==> config.mk <==
export PLATFORM = sky130hd
export DESIGN_NAME = unidade_load_store
export DESIGN_NICKNAME = d
export VERILOG_FILES = /design/src/rtl/unidade_load_store.sv
export SDC_FILE = /design/constraint.sdc
export NUM_CORES = 1
export LEC_CHECK = 0
export BUFFER_PORTS_ARGS = -buffer_cell sky130_fd_sc_hd__buf_2
export CORE_AREA = 8 8 159 161
export CTS_BUF_LIST = sky130_fd_sc_hd__clkbuf_8
export CTS_CLUSTER_DIAMETER = 150
export DETAILED_ROUTE_END_ITERATION = 7
export DIE_AREA = 0 0 167 169
export PLACE_DENSITY = 0.86
export SLEW_MARGIN = 10
export SYNTH_ARGS = -nofsm -noshare
export SYNTH_HDL_FRONTEND = slang
export SYNTH_SLANG_ARGS = --single-unit
==> constraint.sdc <==
create_clock -name clk -period 8.4 [get_ports clk]
set_input_delay 1.68 -clock clk [delete_from_list [all_inputs] [get_ports clk]]
set_output_delay 1.68 -clock clk [all_outputs]
set_load 0.1 [all_outputs]
==> src/rtl/unidade_load_store.sv <==
// ============================================================================
// unidade_load_store: one request/ack data-memory access with lane steering,
// alignment check and load extension. Optional macro: LS_TIMEOUT_EN.
// Revision 1.0
// ============================================================================
`default_nettype none

module unidade_load_store #(
  parameter int TIMEOUT_CYCLES = 16
) (
  input  logic        clk,
  input  logic        reset,
  input  logic        start,
  input  logic [63:0] addr,
  input  logic [63:0] store_data,
  input  logic        is_store,
  input  logic [1:0]  size,
  input  logic        load_unsigned,
  output logic        mem_req,
  output logic        mem_we,
  output logic [63:0] mem_addr,
  output logic [63:0] mem_wdata,
  output logic [7:0]  mem_wstrb,
  input  logic [63:0] mem_rdata,
  input  logic        mem_ack,
  output logic        busy,
  output logic        done,
  output logic        err,
  output logic [63:0] load_data
);

  typedef enum logic [1:0] {
    IDLE   = 2'd0,
    ACCESS = 2'd1,
    DONE   = 2'd2
  } state_t;

  state_t      state;
  logic [2:0]  off_q;
  logic [1:0]  size_q;
  logic        uns_q;

  logic        misaligned;
  logic [7:0]  strb_base;
  logic [7:0]  lane_strb;
  logic [63:0] lane_wdata;
  logic [63:0] shifted;
  logic [63:0] load_ext;

`ifdef LS_TIMEOUT_EN
  localparam int CW = $clog2(TIMEOUT_CYCLES + 1);
  logic [CW-1:0] wait_cnt;
`endif

  always_comb begin
    misaligned = 1'b0;
    strb_base  = 8'h01;
    case (size)
      2'd0: begin misaligned = 1'b0;          strb_base = 8'h01; end
      2'd1: begin misaligned = addr[0];       strb_base = 8'h03; end
      2'd2: begin misaligned = |addr[1:0];    strb_base = 8'h0F; end
      default: begin misaligned = |addr[2:0]; strb_base = 8'hFF; end
    endcase
    lane_strb  = strb_base << addr[2:0];
    lane_wdata = store_data << {addr[2:0], 3'b000};
  end

  // Load extraction uses the offset/size captured at start, not the live inputs.
  always_comb begin
    shifted  = mem_rdata >> {off_q, 3'b000};
    load_ext = shifted;
    case (size_q)
      2'd0: load_ext = uns_q ? {56'd0, shifted[7:0]}  : {{56{shifted[7]}},  shifted[7:0]};
      2'd1: load_ext = uns_q ? {48'd0, shifted[15:0]} : {{48{shifted[15]}}, shifted[15:0]};
      2'd2: load_ext = uns_q ? {32'd0, shifted[31:0]} : {{32{shifted[31]}}, shifted[31:0]};
      default: load_ext = shifted;
    endcase
  end

  always_ff @(posedge clk or posedge reset) begin
    if (reset) begin
      state     <= IDLE;
      off_q     <= 3'd0;
      size_q    <= 2'd0;
      uns_q     <= 1'b0;
      mem_req   <= 1'b0;
      mem_we    <= 1'b0;
      mem_addr  <= 64'd0;
      mem_wdata <= 64'd0;
      mem_wstrb <= 8'd0;
      busy      <= 1'b0;
      done      <= 1'b0;
      err       <= 1'b0;
      load_data <= 64'd0;
`ifdef LS_TIMEOUT_EN
      wait_cnt  <= '0;
`endif
    end else begin
      case (state)
        IDLE: begin
          if (start) begin
            off_q  <= addr[2:0];
            size_q <= size;
            uns_q  <= load_unsigned;
            busy   <= 1'b1;
            if (misaligned) begin
              state <= DONE;
              done  <= 1'b1;
              err   <= 1'b1;
            end else begin
              state     <= ACCESS;
              mem_req   <= 1'b1;
              mem_we    <= is_store;
              mem_addr  <= {addr[63:3], 3'b000};
              mem_wdata <= lane_wdata;
              mem_wstrb <= is_store ? lane_strb : 8'd0;
`ifdef LS_TIMEOUT_EN
              wait_cnt  <= '0;
`endif
            end
          end
        end
        ACCESS: begin
          if (mem_ack) begin
            state     <= DONE;
            mem_req   <= 1'b0;
            mem_we    <= 1'b0;
            mem_wstrb <= 8'd0;
            done      <= 1'b1;
            err       <= 1'b0;
            if (!mem_we) load_data <= load_ext;
          end
`ifdef LS_TIMEOUT_EN
          else if (wait_cnt == CW'(TIMEOUT_CYCLES)) begin
            state     <= DONE;
            mem_req   <= 1'b0;
            mem_we    <= 1'b0;
            mem_wstrb <= 8'd0;
            done      <= 1'b1;
            err       <= 1'b1;
          end else begin
            wait_cnt <= wait_cnt + 1'b1;
          end
`endif
        end
        DONE: begin
          state <= IDLE;
          done  <= 1'b0;
          err   <= 1'b0;
          busy  <= 1'b0;
        end
        default: state <= IDLE;
      endcase
    end
  end

endmodule

`default_nettype wire

==> impl_metrics.toml <==
[timing]
setup_viol = 0
finalHoldViolations = 0
worst_pin_slew_ns = 1.20
holdWs_ns = 0.464
setup_tns_ns = 0
layout_min_cycle_time_ns = 4.11
max_clock_freq_ghz = 0.243
slew-limit-headroom_pct = 19.6
fin_crit_sh_pct = 49.0
rsz0062_at_grt = "false"
drv_slew = 0
finClkSkew_ns = 0.0140

[critical_path]
cp-endpoint = "mem_wdata[47]"
crit_arrival_ns = 4.52
required_ns = 8.81
r2r-end = "mem_wdata[47]"
critPathKind = "in -> reg"
crit_fanout = 108
crit_path_start = "addr[1]"
r2r_start = "state[1]"
ff2ff_setup_slack_ns = 5.02
startpoint_type = "input port"
crit_path_end_kind = "flip-flop"
worstRegToRegCells = 7

[layout]
final_nets = 1818
drive_above_1_share_pct = 33.8
multiInputGateArea_sq_um = 5840
regArea_sq_um = 5260
area_growth_pct = 23.7
n_fill_cell = 1901

[die]
row_count = 56
initial_utilization_pct = 50.6
io_pins = 405
die_x_microns = 167
core_area_sq_um = 22900
fp.dieH_microns = 169
dieArea_sq_um = 28200

[logic_synthesis]
ys_seq_area_share_pct = 45.3
synth_edf_count = 0
synth_area_sq_um = 11600
ys_types = 57
yosys_most_used_dff = "dfrtp_1"
syn_inst = 1262
yosys_warnings = 0
async_flop_share_pct = 100
ys_ff_latch = 210
avgSynthCellArea_sq_um = 9.18

[routing]
drc = 0
drt-initial-drc-count = 1380
post_drt_wl_per_cell_microns = 21.7
viasPerCell = 5.89
drt-pass1-iter-count = 5
ant_nets = 0
drt-total-wl_mm = 42.0
vias = 11400

[global_route]
first_global_vias = 11600
grt_antenna_before_repair = 1
grt_pass1_wl_mm = 65.1
grt_max_degree = 134
track_usage_pct = 28.8
overflow = 0

[clock_network]
worstSkewPairLatency_ns = 0.51
cts_sinks = 210
post-cts-setup-buffers = 0
htree_num_levels = 2
cts_tree = "done"
clockRootBuffer = "clkbuf_8"
numCtsBuffers = 37
cts_hold_buffers = 0
cts_resized = 0
cts_buffer_depth = 3
clk_pin_slew_ns = 0.06

[hold_path]
min_path_type = "reg -> reg"
hold_depth = 2

[place]
dpl.hpwl_mm = 30.8
numPortBuffers = 401
finalWeightedCongestion = 0.968

[outcome]
status = "complete, no violations"

[run]
max-cap-violations = 0
[sequential cells by signal, indices dropped and copies added (netlist names), 2 cells and up]
register / flops
load_data: 64
mem_addr: 61
mem_wdata: 64
mem_wstrb: 8
off_q: 3
size_q: 2
state: 2
[cell usage after synthesis (28+ instances only)]
| master | number | share of area, % |
|---|---|---|
| mux2i_1 | 79 | 6.8 |
| mux2_2 | 33 | 3.2 |
| mux4_2 | 28 | 5.4 |
| buf_2 | 38 | 1.6 |
| a31oi_1 | 29 | 1.6 |
| dfrtp_1 | 210 | 45 |
| clkbuf_1 | 49 | 1.6 |
| a21oi_1 | 120 | 5.2 |
| nand2_1 | 297 | 9.6 |
| nor2_1 | 109 | 3.5 |
| o21ai_0 | 60 | 2.6 |
| nor2b_1 | 30 | 1.6 |
[metrics by stage]
| stage | worst slack (ns) | instances | utilization (%) | area [sq um] |
|---|---|---|---|---|
| after CTS | 4.35 | 1930 | 62.6 | 14300 |
| after floorplan | 0.982 | 1264 | - | 11600 |
| after global placement | 3.91 | 1865 | 59.4 | 13600 |
| after global routing | 4.12 | 1930 | 62.6 | 14300 |
| final | 4.29 | 1932 | 62.6 | 14300 |
| after detailed placement | 3.79 | 1865 | 59.4 | 13600 |
[cells in the final DEF, fill, tap and decap left out, drive strengths merged, types with 2 or more instances in the layout]
cell type | netlist | routed
a21oi | 120 | 120
inv | 13 | 27
or2 | 4 | 4
a31oi | 29 | 29
o22ai | 2 | 2
a31o | 11 | 11
a22o | 7 | 7
o221ai | 4 | 4
a211oi | 20 | 20
dfrtp | 210 | 210
diode | 0 | 2
a21o | 7 | 7
mux4 | 28 | 28
mux2 | 35 | 35
nand3 | 11 | 11
or3 | 2 | 2
clkinv | 2 | 5
o211ai | 4 | 4
nor4 | 2 | 2
nor2b | 30 | 30
nand2b | 10 | 10
nor3 | 7 | 7
o22a | 4 | 4
nand2 | 297 | 297
clkbuf | 50 | 47
o21ai | 60 | 60
a22oi | 8 | 8
nor2 | 110 | 110
nor3b | 4 | 4
ha | 4 | 4
o21a | 7 | 7
mux2i | 79 | 79
conb | 1 | 3
buf | 51 | 412
o31ai | 15 | 15
o2bb2ai | 5 | 5
[cell families (layout without fill, tap and decap cells)]
family / count (synthesis) / count (layout) / synth area share, %
AND/OR/NAND/NOR: 479 / 479 / 17.5
AO/OA/AOI/OAI: 310 / 310 / 16.4
flip-flops: 210 / 210 / 45.3
multiplexers: 142 / 142 / 15.7
buffers and inverters: 116 / 492 / 4.60
adder cells (fa/ha/maj): 4 / 4 / 0.432
other: 1 / 5 / 0.0324
[layout make-up]
| cell class | count | share of cell area (%) |
|---|---|---|
| clock buffer | 47 | 4.51 |
| clock inverter | 18 | 0.524 |
| tap | 290 | 2.53 |
| antenna | 2 | 0.0349 |
| multi-input combinational | 938 | 40.7 |
| inverter | 15 | 0.445 |
| sequential | 210 | 36.7 |
| timing repair buffer | 412 | 14.6 |
[per-layer routing]
layer  wire (microns)  GRT usage (%)  vias up  part of all wire [%]
li1                 -              -     5108                     -
met1            15100           33.6     5371                    36
met2            20400           48.9      780                    49
met3             4690           8.78      110                    11
met4             1740           12.1        2                   4.1
met5               18              0        -                 0.043
[how the worst min path moves through the flow]
stage | slack [ns] | startpoint | end
6_report | 0.46 | mem_wdata[0] | mem_wdata[0]
5_1_grt | 0.48 | mem_addr[13] | mem_addr[13]
4_1_cts | 0.47 | mem_wdata[0] | mem_wdata[0]
3_5_place_dp | 0.45 | mem_wdata[0] | mem_wdata[0]
3_3_place_gp | 0.45 | mem_wdata[7] | mem_wdata[7]
2_1_floorplan | 0.52 | size_q[0] | size_q[0]
[worst max-delay path, cell delays in order]
cell	delay [ns]
buf_2	0.10
buf_4	0.35
o21a_1	0.35
a211oi_4	0.53
buf_4	0.92
o221ai_1	0.35
o21a_1	0.19
Power is left out: the tool's default activity adds up to more than one toggle a clock period on the data nets, which glitch-free logic cannot reach.
